`src/rtl/dl_report_arbiter_pkg.sv`:
```
// Shared definitions for the deadlock report arbiter: FSM states, the width of the
// confirmed-deadlock counter and its saturation value.
package dl_report_arbiter_pkg;

    typedef logic [1:0] dl_state_t;

    localparam dl_state_t ST_IDLE    = 2'd0;
    localparam dl_state_t ST_CONFIRM = 2'd1;
    localparam dl_state_t ST_REPORT  = 2'd2;
    localparam dl_state_t ST_RECOVER = 2'd3;

    localparam int DL_CNT_W = 8;
    localparam logic [DL_CNT_W-1:0] DL_CNT_SAT = 8'd255;

    // Increment that sticks at the saturation value.
    function automatic logic [DL_CNT_W-1:0] sat_inc(input logic [DL_CNT_W-1:0] value);
        return (value == DL_CNT_SAT) ? value : value + 8'd1;
    endfunction

endpackage

```
`src/rtl/dl_report_arbiter_lowest_bit_sel.sv`:
```
// Combinational priority encoder: finds the lowest set bit of a vector and returns
// both its index and the matching one-hot.
module dl_lowest_bit_sel #(
    parameter int WIDTH = 2,
    parameter int IDX_W = 1
) (
    input  logic [WIDTH-1:0] vec,
    output logic [IDX_W-1:0] idx,
    output logic [WIDTH-1:0] onehot,
    output logic             any
);

    // Scan from the top down so the lowest set bit is the last one written.
    always_comb begin
        idx    = '0;
        onehot = '0;
        for (int i = WIDTH - 1; i >= 0; i--) begin
            if (vec[i]) begin
                idx       = IDX_W'(i);
                onehot    = '0;
                onehot[i] = 1'b1;
            end
        end
    end

    assign any = |vec;

endmodule

```
`src/rtl/dl_report_arbiter.sv`:
```
// Picks one deadlock suspect, confirms it stays suspect for CONFIRM_CYCLES cycles,
// reports it to a consumer and then clears the detect units' tokens.
module dl_report_arbiter
    import dl_report_arbiter_pkg::*;
#(
    parameter int PROC_NUM       = 2,
    parameter int CONFIRM_CYCLES = 4,
    parameter int IDX_W          = (PROC_NUM > 1) ? $clog2(PROC_NUM) : 1
) (
    input  logic                clock,
    input  logic                reset,
    input  logic [PROC_NUM-1:0] dl_in_vec,
    input  logic                dl_report_ack,
    output logic [PROC_NUM-1:0] origin,
    output logic                token_clear,
    output logic                dl_detect_out,
    output logic                dl_report_vld,
    output logic [IDX_W-1:0]    dl_report_proc,
    output logic [7:0]          dl_count
);

    localparam logic [DL_CNT_W-1:0] CONFIRM_LIM = DL_CNT_W'(CONFIRM_CYCLES);

    dl_state_t             state_reg,  state_next;
    logic [DL_CNT_W-1:0]   cnt_reg,    cnt_next;
    logic [IDX_W-1:0]      cand_reg,   cand_next;
    logic [PROC_NUM-1:0]   origin_reg, origin_next;
    logic                  token_clear_reg, token_clear_next;
    logic                  detect_reg, detect_next;
    logic                  vld_reg,    vld_next;
    logic [IDX_W-1:0]      proc_reg,   proc_next;
    logic [DL_CNT_W-1:0]   count_reg,  count_next;

    logic [IDX_W-1:0]      sel_idx;
    logic [PROC_NUM-1:0]   sel_onehot;
    logic                  sel_any;

    dl_lowest_bit_sel #(
        .WIDTH (PROC_NUM),
        .IDX_W (IDX_W)
    ) u_sel (
        .vec    (dl_in_vec),
        .idx    (sel_idx),
        .onehot (sel_onehot),
        .any    (sel_any)
    );

    always_comb begin
        state_next       = state_reg;
        cnt_next         = cnt_reg;
        cand_next        = cand_reg;
        origin_next      = origin_reg;
        token_clear_next = 1'b0;
        detect_next      = detect_reg;
        vld_next         = vld_reg;
        proc_next        = proc_reg;
        count_next       = count_reg;
        case (state_reg)
            ST_IDLE: begin
                if (sel_any) begin
                    cand_next   = sel_idx;
                    origin_next = sel_onehot;
                    cnt_next    = 8'd1;
                    state_next  = ST_CONFIRM;
                end
            end
            ST_CONFIRM: begin
                if (dl_in_vec[cand_reg]) begin
                    if (cnt_reg < CONFIRM_LIM) begin
                        cnt_next = cnt_reg + 8'd1;
                    end else begin
                        state_next  = ST_REPORT;
                        detect_next = 1'b1;
                        vld_next    = 1'b1;
                        proc_next   = cand_reg;
                        count_next  = sat_inc(count_reg);
                    end
                end else begin
                    // Suspect vanished: drop it and let the units rebuild their tokens.
                    token_clear_next = 1'b1;
                    origin_next      = '0;
                    cnt_next         = '0;
                    state_next       = ST_IDLE;
                end
            end
            ST_REPORT: begin
                if (dl_report_ack) begin
                    state_next       = ST_RECOVER;
                    vld_next         = 1'b0;
                    detect_next      = 1'b0;
                    origin_next      = '0;
                    cnt_next         = '0;
                    token_clear_next = 1'b1;
                end
            end
            ST_RECOVER: begin
                state_next = ST_IDLE;
            end
            default: begin
                state_next = ST_IDLE;
            end
        endcase
    end

    always_ff @(posedge clock or negedge reset) begin
        if (!reset) begin
            state_reg       <= ST_IDLE;
            cnt_reg         <= '0;
            cand_reg        <= '0;
            origin_reg      <= '0;
            token_clear_reg <= 1'b0;
            detect_reg      <= 1'b0;
            vld_reg         <= 1'b0;
            proc_reg        <= '0;
            count_reg       <= '0;
        end else begin
            state_reg       <= state_next;
            cnt_reg         <= cnt_next;
            cand_reg        <= cand_next;
            origin_reg      <= origin_next;
            token_clear_reg <= token_clear_next;
            detect_reg      <= detect_next;
            vld_reg         <= vld_next;
            proc_reg        <= proc_next;
            count_reg       <= count_next;
        end
    end

    assign origin         = origin_reg;
    assign token_clear    = token_clear_reg;
    assign dl_detect_out  = detect_reg;
    assign dl_report_vld  = vld_reg;
    assign dl_report_proc = proc_reg;
    assign dl_count       = count_reg;

endmodule

```
`config.mk`:
```
export PLATFORM = sky130hd
export DESIGN_NAME = dl_report_arbiter
export DESIGN_NICKNAME = d
export VERILOG_FILES = /design/src/rtl/dl_report_arbiter_pkg.sv /design/src/rtl/dl_report_arbiter_lowest_bit_sel.sv /design/src/rtl/dl_report_arbiter.sv
export SDC_FILE = /design/constraint.sdc
export NUM_CORES = 1
export LEC_CHECK = 0
export CORE_MARGIN = 1
export CORE_UTILIZATION = 35
export CTS_CLUSTER_DIAMETER = 30
export DETAILED_ROUTE_END_ITERATION = 8
export SLEW_MARGIN = 20
export SYNTH_ARGS = -nofsm -noshare
export SYNTH_HDL_FRONTEND = slang
export SYNTH_SLANG_ARGS = --single-unit
```
`constraint.sdc`:
```
create_clock -name clock -period 5.37 [get_ports clock]
set_input_delay 1.074 -clock clock [delete_from_list [all_inputs] [get_ports clock]]
set_output_delay 1.074 -clock clock [all_outputs]
set_load 0.03 [all_outputs]
```
# Yosys cells after proc, flatten, opt, wreduce, memory -nomap -nowiden
# Cells that the tools add are included.
# totals
ff_bits,24
input_bits,5
out_inout_bits,14
wordCells,63
# classes
add_sub_neg,2
n_lt_le_gt_ge,2
n_eq_ne,11
muxes,27
n_bitwise,2
n_reduce_logical,11
# op_table
cell,n
two-way mux 8 bit,4
case mux 8 bit (3 select lines),1
two-way mux 2 bit,9
adder 8 x 1 -> 8 bit (second input constant),2
AND reduction 4 bit,4
inequality test 2 bit (second input constant),5
two-way mux 1 bit,9
equality test 8 bit (second input constant),1
less-than comparator 8 x 3 -> 1 bit (second input constant),1
case mux 2 bit (4 select lines),1
inequality test 3 bit (second input constant),2
case mux 2 bit (3 select lines),1
AND reduction 3 bit,2
equality test 2 bit (second input constant),2
case mux 1 bit (2 select lines),2
nonzero test 3 bit,1
equality test 2 x 1 -> 1 bit (second input constant),1
zero test 2 bit,1
less-than comparator 1 x 2 -> 1 bit (second input constant),1
NOT 1 bit,2
AND reduction 2 bit,1
nonzero test 2 bit,1
OR reduction 2 bit,1

# Logic depth before layout (Yosys ltp)
# Gate-level depths: netlist of run 1.
# logic_depth
ltp_word,4
ltp_mapped,7
depth_no_buf,6

# By module
# From an unflattened synthesis of run 1, not the netlist that was laid out.
# unflattened
hier_cells,123
hier_area_um2,1267.5
# modules_own_cells
module,instances,cells_per_inst,area_per_inst_um2,seq_area_each_um2
dl_report_arbiter,1,119,1239.9,600.6
dl_lowest_bit_sel,1,4,27.5,0.0

# Least setup slack after synthesis of run 1
# Ideal clock, no wire load.
# synth_timing
kind,input to register
startpoint,input dl_in_vec[0]
endpoint,register cnt_reg[5]
t_arrival_ns,2.122
path_slack_ns,3.171
cell_stages,4
n_path_buf,0
path_cell_list,nor3b_1 > or3_1 > or4_1 > a21oi_1
# synth_between
elab_chain_len,4
word_cells_on_any_way,8
classes_between,eq/ne: 2; mux: 4; reduce/logical: 2
# synth_rtl
item,line_no,rtl
start: declaration,dl_report_arbiter.sv:12,"input logic [PROC_NUM-1:0] dl_in_vec,"
two-way mux 1 bit (not written as such) (2 in a row),dl_report_arbiter.sv:68,if (dl_in_vec[cand_reg]) begin
inequality test 3 bit (no source line) or two-way mux 8 bit (tied branches),-,
AND reduction 4 bit (no source line) or case mux 8 bit (3 select lines) (tied branches),-,
end signal: assignment,dl_report_arbiter.sv:118,cnt_reg <= cnt_next;
end: declaration,dl_report_arbiter.sv:25,"logic [DL_CNT_W-1:0] cnt_reg, cnt_next;"
# Parallel ways exist; a longest one is shown, timed or not. The select of a mux whose other input is x is not followed.
# A chain may end at the register's enable or synchronous reset.

# Worst setup path after layout of run 1
# Ends and elaborated chain as after synthesis.

==> out/metrics.cfg, run 1 <==
[outcome]
run_status=finished clean

[critical_path]
worst-setup-path-type=input port to flip-flop
largest_fanout_of_any_net_on_the_critical_path=5
timing.critical_path.to_type=flip-flop
cp.required_ns=5.61
arrival_ns=2.81
worst_setup_path_start_kind=input port

[cells_and_area]
count_of_fill_cells_added_during_filler_insertion=335
layout.core_utilization_pct=44.5
final_cell_mix=24 x dfrtp_1, 17 x clkdlybuf4s50_1, 14 x nor2_1, 9 x nand2_1, 8 x a31oi_1
syn2layout_area_growth_pct=19.2
ant_cells=0
finish.instance_area_um2=1510
mostFrequentLayoutCell=dfrtp_1
layout.nets=152
drive_gt1_share_pct=9.35
finish.cell_count_without_fillers=185

[yosys]
synth-compound-area-share_pct=15.4
synth_top_family_by_area=simple AND/OR/NAND/NOR gates
synth_area_leader_cell=dfrtp_1
post_synth_fa_ha_maj_area_fraction_pct=5.93
mappedNetlistArea_um2=1270
synth.distinct_cells=36
synth_area_per_cell_um2=10.6
yosysWarnings=0
synth_top_cells_by_area=dfrtp_1 47%, ha_1 5.9%, nor2_1 4.2%
yosys.area.top_type_share_pct=47.4
postSynthCellCount=120
synth_area_in_xor_xnor_pct=3.46
synth.area.mux_share_pct=5.43
post_synthesis_share_of_cell_area_spent_on_and_or_nand_and_nor_gates_pct=20.2
seq_area_frac_synth_pct=47.4
synth-seq-cells=24
syn_nets=131

[timing]
period_needed_ns=2.57
achievable-frequency_mhz=389
rsz0062_at_grt=no
hold_ws_ns=0.509
timing_worst_slew_pin_value_ns=0.550
fin_hold_viols=0
finalMaxSlewViolations=0
timing.final.crit_share_pct=47.8
finalSetupViolations=0
skew_ns=0.00159
fin_setup_tns_ns=0
worst_slew_margin_rel_pct=63.2

[global_route]
grt_max_degree=25
initial_antenna_violation_count=0
grt_overflow_total=0
grtUsageTotal_pct=14.4
vias_in_the_first_global_route=1026
first_pass_grt_wire_length_um=4430

[pwr]
power_density_nw_per_um2=395
vdd.ir_drop.worst_mv=0.186
power_leakage_nw=0.667

[min_path]
timing.hold.worst.class=flip-flop to flip-flop

[place]
place_inst=182
dp.final_hpwl_um=1870
place.port_buffers=18
globalplace.congestion=0.792
placement.cell_area_um2=1490

[floorplanning]
start_util_pct=37.4
fp.dieH_um=62.1
fp.dieW_um=62.1
design.core.area_um2=3390
die-area_um2=3860
fp-row-count=21
boundaryPins=19

[clock_network]
clock_tree_from_tritoncts=built
clkSinkCount=24
number_of_gates_resized_after_cts=0
postCtsSetupBuffers=0
cts-root-buf=clkbuf_4
cts_max_path_buffers=2
htreeDepth=1
holdBufCountCts=0
clock_latency_ns=0.30
clk_pin_slew_worst_paths_ns=0.12
cts_made_buffers=3

[drt]
antenna_left=0
post-route-drc-count=0
drt-vias-per-instance=5.29
initialDrtViolationCount=52
firstDrtPassIters=4
total_number_of_vias=979
drt-total-wl_um=2490
wire_per_inst_um=13.4

[job]
max_cap_violations=0

==> critical path: stages <==
cell             delay [ns]
clkdlybuf4s50_1        0.54
nor3b_1                0.12
or3_1                  0.43
or4_1                  0.49
a21oi_1                0.15
==> metrics by stage <==
| step | total power, mW | setup slack (ns) |
|---|---|---|
| 4_1_cts | 0.603 | 2.82 |
| 3_3_place_gp | 0.523 | 2.53 |
| 2_1_floorplan | 0.436 | 3.17 |
| 3_5_place_dp | 0.524 | 2.48 |
| 5_1_grt | 0.643 | 2.70 |
| 6_report | 0.597 | 2.80 |
==> power by group <==
part | total, mW | switching (mW) | internal [mW]
clock | 0.0757 | 0.0495 | 0.0262
combinational | 0.263 | 0.158 | 0.106
sequential | 0.257 | 0.0383 | 0.219
total | 0.597 | 0.246 | 0.351
==> layer usage <==
metal,global-route usage [%],part of all wire [%],vias to the layer above
li1,-,-,477
met1,17.4,46,482
met2,25.1,50,16
met3,2.02,2.5,4
met4,6.69,1.4,0
met5,0,0,-
==> kinds of logic (layout without fill, tap and decap cells) <==
kind of cell,Yosys count,after routing
muxes,6,6
AOI/OAI and AO/OA,27,27
adders and majority gates,6,6
buffers and inverters,6,25
xor gates and xnor gates,5,5
and+or+nand+nor,46,46
DFF,24,24
==> synthesized netlist by cell type <==
cell,n
a311oi_1,1
o2111a_1,1
o31ai_1,1
or4_1,1
dfrtp_1,24
nor2_1,14
buf_4,1
nand3_1,2
mux2i_2,1
xnor2_1,3
nor2b_1,2
xor2_1,2
mux2i_1,1
a22oi_1,1
nand2_1,9
a211oi_4,1
a31oi_1,8
and3_1,4
o21ai_0,2
mux2_1,4
nor3_2,1
and3_2,3
o2bb2ai_1,1
inv_1,4
buf_2,1
ha_1,6
nand2b_1,1
nor4_4,1
or3_1,1
a21oi_1,6
o41ai_1,3
nor3b_1,3
o21ai_1,1
a211o_2,1
nand4_1,3
nor2_2,1
==> worst paths after layout <==
| path | from | to | slack (ns) | cells after the start |
|---|---|---|---|---|
| worst max-delay path | dl_in_vec[0] | cnt_reg[5] | 2.80 | 5 |
| max in group asynchronous | reset | origin[0] | 4.30 | 1 |
| worst min register to register | origin[1] | origin[1] | 0.51 | 1 |
| worst max register to register | state_reg[0] | cnt_reg[5] | 3.25 | 6 |
| min in group asynchronous | reset | cnt_reg[5] | 0.73 | 1 |
| worst min-delay path | origin[1] | origin[1] | 0.51 | 1 |
==> cell type report <==
class | count | area, µm² | share of cell area, %
Clock buffer | 3 | 22.5 | 1.49
Multi-Input combinational cell | 90 | 638 | 42.3
Timing Repair Buffer | 18 | 175 | 11.6
Sequential cell | 24 | 601 | 39.8
Inverter | 4 | 15.0 | 0.995
Tap cell | 46 | 57.6 | 3.81
No activity file was read; power rests on OpenSTA's default activity.
==> run 2: changes to the inputs <==
clock period = 2.5 ns   (was 5.37 ns; I/O delays follow)
==> run 2 against run 1 <==
  * Register-to-register slack got worse by 2.9 ns
  * Total power rose by 120%
  * Sequential cell count did not move
  * Clock-buffer cell count did not move
  * Core utilization rose by 0.59 points
  * Combinational power rose by 120%
  * Clock power rose by 120%
  * Sequential power rose by 110%
  * Via count rose by 1.3%
  * Global-route usage fell by 0.10 points
  * Critical path depth rose by 1
  * Largest power group unchanged
==> out/metrics.cfg, run 2 (same netlist as run 1, synthesis figures left out) <==
[outcome]
run_status=finished clean

[clock_network]
postCtsSetupBuffers=0
holdBufCountCts=0
clkSinkCount=24
clock_tree_from_tritoncts=built
htreeDepth=1
clock_latency_ns=0.30
cts_max_path_buffers=2
clk_pin_slew_worst_paths_ns=0.12
cts-root-buf=clkbuf_4
number_of_gates_resized_after_cts=0
cts_made_buffers=3

[timing]
timing.final.crit_share_pct=84.4
finalSetupViolations=0
rsz0062_at_grt=no
timing.final.ws_setup_ns=0.391
achievable-frequency_mhz=474
worst_slew_margin_rel_pct=71.1
fin_hold_viols=0
skew_ns=0.00106
timing_worst_slew_pin_value_ns=0.433
finalMaxSlewViolations=0
period_needed_ns=2.11
fin_setup_tns_ns=0

[floorplanning]
fp-row-count=21
start_util_pct=37.4
boundaryPins=19
design.core.area_um2=3390
fp.dieW_um=62.1
fp.dieH_um=62.1
die-area_um2=3860

[drt]
drt-vias-per-instance=5.30
drt-total-wl_um=2540
wire_per_inst_um=13.6
firstDrtPassIters=4
initialDrtViolationCount=15
total_number_of_vias=992
antenna_left=0
post-route-drc-count=0

[global_route]
grtUsageTotal_pct=14.3
vias_in_the_first_global_route=957
grt_max_degree=25
grt_overflow_total=0
first_pass_grt_wire_length_um=4410
initial_antenna_violation_count=0

[critical_path]
worstReg2RegEnd=cnt_reg[5]
r2r-start=state_reg[0]
largest_fanout_of_any_net_on_the_critical_path=5
worst_setup_path_start_kind=flip-flop
worst-r2r-cell-count=6
cp.required_ns=2.74
arrival_ns=2.35
worst-setup-path-type=flip-flop to flip-flop
timing.critical_path.to_type=flip-flop
setup.reg_to_reg.worst_slack_ns=0.39

[job]
max_cap_violations=0

[place]
place.port_buffers=18
post-place-ws_ns=0.201
placement.cell_area_um2=1510
dp.final_hpwl_um=1850
globalplace.congestion=0.794

[cells_and_area]
mostFrequentLayoutCell=dfrtp_1
layout.nets=154
final_cell_mix=24 x dfrtp_1, 18 x clkdlybuf4s50_1, 14 x nor2_1, 9 x nand2_1, 8 x a31oi_1
syn2layout_area_growth_pct=20.8
drive_gt1_share_pct=9.93
finish.instance_area_um2=1530
ant_cells=0
layout.core_utilization_pct=45.1

[pwr]
pwr-share-seq_pct=42.5
power_leakage_nw=0.676
p_sw_share_pct=41.2
power.switching_mw=0.534
p_clk_share_pct=12.6
power_density_nw_per_um2=848
combPwrFrac_pct=44.9
vdd.ir_drop.worst_mv=0.409
p_int_mw=0.762

[min_path]
timing.hold.worst.class=flip-flop to flip-flop
hold_path_depth=1
whs_endpoint=origin[0]
worstHoldStart=origin[0]

-- run 2: worst max-delay path, stage by stage, from the launching register on --
cell and delay (ns):
dfrtp_1 0.44, inv_1 0.10, ha_1 0.25, nor3b_1 0.18
or3_1 0.44, or4_1 0.49, a21oi_1 0.15
-- run 2: routing by layer --
metal	wire length (µm)	share of wire, %	track usage (%)	up-vias
li1	-	-	-	485
met1	1260	50	20.0	477
met2	1170	46	22.5	28
met3	80	3.2	1.84	2
met4	20	0.79	5.23	0
met5	0	0	0	-
-- run 2: power by group through the flow --
stage	clock [mW]	sequential (mW)	combinational (mW)
floorplan	0	0.635	0.301
global placement	0	0.557	0.574
detailed placement	0	0.559	0.578
CTS	0.172	0.551	0.583
global route	0.189	0.565	0.635
finish	0.163	0.551	0.582
-- run 2: how the worst max path moves through the flow --
stage	slack [ns]	to	from	cells after the start
6_report	0.39	cnt_reg[5]	state_reg[0]	6
5_1_grt	0.31	cnt_reg[5]	state_reg[0]	6
4_1_cts	0.40	cnt_reg[5]	state_reg[0]	6
3_5_place_dp	0.20	cnt_reg[5]	dl_in_vec[0]	5
3_3_place_gp	0.24	cnt_reg[5]	dl_in_vec[0]	5
2_1_floorplan	0.58	cnt_reg[5]	state_reg[0]	6
-- run 2: per-stage QoR --
stage / hold WS, ns / total power, mW / std cells
6_report: 0.507 / 1.30 / 187
2_1_floorplan: 0.204 / 0.937 / 120
5_1_grt: 0.528 / 1.39 / 187
4_1_cts: 0.513 / 1.31 / 187
3_5_place_dp: 0.476 / 1.14 / 184
3_3_place_gp: 0.477 / 1.13 / 184
-- run 2: layout make-up --
| class | instances | area, µm² |
|---|---|---|
| Clock buffer | 3 | 22.5 |
| Fill cell | 309 | 1860 |
| Inverter | 4 | 15.0 |
| Multi-Input combinational cell | 90 | 638 |
| Sequential cell | 24 | 601 |
| Tap cell | 46 | 57.6 |
| Timing Repair Buffer | 20 | 195 |
==> run 3: changes to the inputs <==
clock period = 2.2 ns   (was 2.5 ns; I/O delays follow)
==> run 3 against run 2 <==
  * Sequential power rose by 14%
  * Largest cell class unchanged
  * Largest power group unchanged
  * Register-to-register slack lost 0.22 ns
  * Design area is 4.9% higher
==> out/metrics.cfg, run 3 (same netlist as run 1, synthesis figures left out) <==
[timing]
finalMaxSlewViolations=0
fin_hold_viols=0
worst_slew_margin_rel_pct=73.1
skew_ns=0.0126
timing.final.crit_share_pct=92.1
achievable-frequency_mhz=493
rsz0062_at_grt=no
period_needed_ns=2.03
timing_worst_slew_pin_value_ns=0.395
fin_setup_tns_ns=0
finalSetupViolations=0

[floorplanning]
fp.dieH_um=62.1
design.core.area_um2=3390
start_util_pct=37.4
fp.dieW_um=62.1
boundaryPins=19
fp-row-count=21
die-area_um2=3860

[drt]
wire_per_inst_um=14.1
antenna_left=0
drt-vias-per-instance=5.29
firstDrtPassIters=6
drt-total-wl_um=2740
total_number_of_vias=1026
post-route-drc-count=0
initialDrtViolationCount=49

[cells_and_area]
mostFrequentLayoutCell=dfrtp_1
final_cell_mix=24 x dfrtp_1, 18 x clkdlybuf4s50_1, 14 x nor2_1, 9 x nand2_1
syn2layout_area_growth_pct=26.7
count_of_fill_cells_added_during_filler_insertion=334
drive_gt1_share_pct=14.2
ant_cells=0
finish.instance_area_um2=1600
layout.core_utilization_pct=47.3
layout.nets=160

[critical_path]
timing.critical_path.to_type=flip-flop
worst_path_largest_cell_delay_ns=0.47
crit_path_top_delay_cell=or4_1
cp.required_ns=2.46
worst-setup-path-type=flip-flop to flip-flop
worst_setup_path_start_kind=flip-flop
arrival_ns=2.29
largest_fanout_of_any_net_on_the_critical_path=5
crit_buf_inv=1
worst_path_dominant_cell_family=simple AND/OR/NAND/NOR gates
critical_path_cell_count=6
cp_cell_sequence=inv_1, ha_1, nor3b_1, or3_1, or4_1, a21oi_1
worst-r2r-cell-count=6

[clock_network]
cts_made_buffers=3
postCtsSetupBuffers=0
clock_latency_ns=0.32
htreeDepth=1
clk_pin_slew_worst_paths_ns=0.15
holdBufCountCts=0
cts_max_path_buffers=2
clkSinkCount=24
number_of_gates_resized_after_cts=0
clock_tree_from_tritoncts=built
cts-root-buf=clkbuf_4

[pwr]
combPwrFrac_pct=42.2
p_int_mw=1.01
power_density_nw_per_um2=1030
vdd.ir_drop.worst_mv=0.788
p_sw_share_pct=38.8
pwr-share-seq_pct=38.1
power_leakage_nw=0.720
power.switching_mw=0.643
p_clk_share_pct=19.7

[place]
dp.final_hpwl_um=1990
globalplace.congestion=0.779
place.port_buffers=18
placement.cell_area_um2=1550

[global_route]
vias_in_the_first_global_route=1073
first_pass_grt_wire_length_um=5060
grt_max_degree=25
grt_overflow_total=0
initial_antenna_violation_count=0
grtUsageTotal_pct=16.2

[outcome]
run_status=finished clean

[job]
max_cap_violations=0

[min_path]
timing.hold.worst.class=input port to async pin

[run 3: worst paths after layout]
path	slack (ns)	end	from
setup / recovery	0.17	cnt_reg[5]	state_reg[0]
hold / removal	0.45	cnt_reg[3]	reset
setup reg to reg	0.17	cnt_reg[5]	state_reg[0]
hold reg to reg	0.50	dl_report_proc	dl_report_proc
max in group asynchronous	1.50	cand_reg	reset
min in group clock	0.50	dl_report_proc	dl_report_proc
[run 3: through the flow]
| step | hold WS (ns) | std cells | total power [mW] | worst slack, ns |
|---|---|---|---|---|
| floorplan | 0.144 | 120 | 1.06 | 0.281 |
| global placement | 0.471 | 190 | 1.31 | 0.0844 |
| detailed placement | 0.471 | 190 | 1.33 | 0.0588 |
| CTS | 0.464 | 194 | 1.66 | 0.177 |
| global route | 0.477 | 194 | 1.77 | 0.0278 |
| finish | 0.455 | 194 | 1.65 | 0.173 |
[run 3: cell type report]
class | count | area [µm²] | share of cell area (%)
clock buffer | 3 | 22.5 | 1.40
sequential | 24 | 601 | 37.4
tap | 46 | 57.6 | 3.59
multi-input combinational | 90 | 638 | 39.8
inverter | 4 | 15.0 | 0.936
timing repair buffer | 26 | 240 | 15.0
clock inverter | 1 | 30.0 | 1.87
[run 3: power groups by stage]
stage,combinational [mW],sequential [mW],clock (mW)
floorplan,0.342,0.722,0
global placement,0.683,0.632,0
detailed placement,0.691,0.638,0
CTS,0.701,0.630,0.332
global route,0.776,0.646,0.352
finish,0.699,0.630,0.326
[run 3: worst reg2reg max path: stages, from the launching register on]
cell     delay, ns
dfrtp_1       0.46
inv_1         0.10
ha_1          0.26
nor3b_1       0.17
or3_1         0.37
or4_1         0.47
a21oi_1       0.15
[run 3: metal layers]
metal | up-vias | share of wire, % | wire length (µm) | track usage, %
li1 | 494 | - | - | -
met1 | 509 | 49 | 1350 | 22.5
met2 | 21 | 47 | 1290 | 26.2
met3 | 2 | 2.9 | 79 | 3.49
met4 | 0 | 0.62 | 17 | 2.62
met5 | - | 0 | 0 | 0
==> RTL edit, RTL diff (flow settings as in run 2) <==
Register the output `dl_count` once more, without a reset; this adds one clock of latency there. The other outputs are not delayed to match.
--- a/src/rtl/dl_report_arbiter.sv
+++ b/src/rtl/dl_report_arbiter.sv
@@ -131,7 +131,9 @@
     assign dl_detect_out  = detect_reg;
     assign dl_report_vld  = vld_reg;
     assign dl_report_proc = proc_reg;
-    assign dl_count       = count_reg;
+    always_ff @(posedge clock) begin
+        dl_count <= count_reg;
+    end
 
 endmodule
 
Formal check against the unedited RTL: not equivalent (Yosys sat finds a counterexample within 10 cycles, from zero or initial values and one cycle with reset low).
==> RTL edit against run 2 <==
- cell count is 10% higher
- setup slack lost 2.2 ps
- sequential cell count up 8
- sequential share of layout area increased by 3.6 points
- clock power grew to 3.0 times the old value
- critical path type unchanged
- power increased by 36%
- maximum frequency shrank 0.10%
- area after synthesis rose by 12%
- count of clock-buffer cells in the layout grew 3
- design area rose by 16%
- wire length rose by 4.3%
- core utilization grew 2.0 points
- highest routed layer unchanged
- critical path depth unchanged
==> RTL edit: results <==
metrics = {
    "power_and_ir_drop": {
        "vdd_ir_drop_max_mv": 0.473,
        "swShare": 0.345,
        "p_leak_nw": 0.763,
    },
    "logic_synthesis": {
        "yosysSeqAreaShare": 0.535,
        "async_flop_share": 0.750,
        "yosysUniqueCellTypes": 39,
        "synth_nets": 143,
        "ys_top_cells_by_area": "dfrtp_1 42%, dfxtp_1 11%, ha_1 5.3%",
        "ys.flop_type": "dfrtp_1",
        "ys.warnings.count": 0,
        "yosys-top-cells-count": "24 x dfrtp_1, 14 x nor2_1, 10 x nand2_1, 8 x dfxtp_1",
    },
    "sta": {
        "skew_ps": 3.69,
        "timing.slew.headroom": 0.468,
    },
    "clock_tree": {
        "htreeDepth": 2,
        "cts-root-buf": "clkbuf_8",
        "cts_made_buffers": 5,
        "ctsResizeCount": 0,
        "cts.clk_slew.worst_paths_ps": 60,
        "ctsLongestPathBuffers": 2,
        "post_cts_buffers": 0,
        "clk_latency_ps": 280,
    },
    "worst_setup_path": {
        "rrSetupSlack_ps": 390,
        "cp-startpoint": "state_reg[0]$_DFFE_PN0P_",
        "cp_top_family": "simple AND/OR/NAND/NOR gates",
        "slowest_delay_ps": 520,
        "slowest_stage": "or4_1",
        "endpoint": "cnt_reg[5]$_DFFE_PN0P_",
        "critical_path.max_fanout": 6,
        "arrival_ps": 2320,
    },
    "global_routing": {
        "grt_use_total": 0.141,
        "grt_pass1_wl_um": 4480,
        "antenna_found_initial": 0,
        "grt_start_max_net_pins": 25,
        "first_global_vias": 1003,
    },
    "placed_design": {
        "place_congestion": 0.790,
        "port_buffers": 18,
        "hpwl_um": 1890,
    },
    "layout": {
        "drive_above_1_share": 0.127,
        "finalNetCount": 168,
        "diodes": 0,
    },
    "outcome": {
        "status": "complete, no violations",
    },
    "route": {
        "detail_route.vias_per_cell": 5.26,
        "drt_iter0_drc": 36,
        "wirelength_um": 2650,
        "drt-pass1-iter-count": 4,
    },
    "min_path": {
        "hp-class": "flop to flop",
    },
}
RTL edit: cell families (layout without fill, tap and decap cells):
kind of cell | count (synthesis) | in the layout | synth area share
XOR/XNOR | 6 | 6 | 0.0369
AO/OA/AOI/OAI | 24 | 24 | 0.112
AND/OR/NAND/NOR | 50 | 50 | 0.193
multiplexers | 6 | 6 | 0.0457
adder cells (fa/ha/maj) | 6 | 6 | 0.0528
flip-flops | 32 | 32 | 0.535
buffers and inverters | 8 | 34 | 0.0255
RTL edit: worst reg2reg max path, delay by kind of cell, from the launching register on:
family,cells,cell delay [ps]
buffers and inverters,1,100
AND/OR/NAND/NOR,3,1110
AO/OA/AOI/OAI,1,150
adder cells (fa/ha/maj),1,270
flip-flops,1,410
RTL edit: power by group through the flow:
stage	Sequential, mW	Combinational [mW]	Clock (mW)
after floorplan	0.794	0.310	0
after global placement	0.720	0.571	0
after detailed placement	0.724	0.579	0
after CTS	0.715	0.582	0.494
after global routing	0.730	0.644	0.517
final	0.714	0.573	0.482
RTL edit: area by class of cell:
type                    count  area, um^2
multi-input cells          92         626
clock inverters             2        35.0
clock buffers               6        72.6
repair buffers             21         203
well taps                  48        60.1
inverters                   5        18.8
fillers                   344        2000
flip-flops and latches     32         761
RTL edit: metrics by stage:
step / utilization / area, um^2 / setup WS (ps) / cells / hold slack (ps)
global placement: 0.442 / 1670 / 149 / 198 / 403
finish: 0.471 / 1780 / 389 / 206 / 421
global route: 0.471 / 1780 / 246 / 206 / 436
CTS: 0.471 / 1780 / 387 / 206 / 427
detailed placement: 0.442 / 1670 / 130 / 198 / 410
floorplan: - / 1420 / 493 / 132 / 204
RTL edit: how the worst min path moves through the flow:
stage	start	endpoint	slack (ps)	cells past startpoint
after global routing	count_reg[7]$_DFFE_PN0P_	dl_count[7]$_DFF_P_	440	0
after CTS	count_reg[7]$_DFFE_PN0P_	dl_count[7]$_DFF_P_	430	0
after floorplan	reset	async pin	200	0
after global placement	count_reg[7]$_DFFE_PN0P_	dl_count[7]$_DFF_P_	400	0
after detailed placement	count_reg[7]$_DFFE_PN0P_	dl_count[7]$_DFF_P_	410	0
final	count_reg[7]$_DFFE_PN0P_	dl_count[7]$_DFF_P_	420	0
RTL edit: layer usage:
| layer | track usage | vias to the layer above | wire length [um] |
|---|---|---|---|
| met2 | 0.208 | 28 | 1210 |
| li1 | - | 532 | - |
| met5 | 0 | - | 0 |
| met4 | 0.0652 | 0 | 64 |
| met3 | 0.0573 | 7 | 124 |
| met1 | 0.177 | 517 | 1250 |
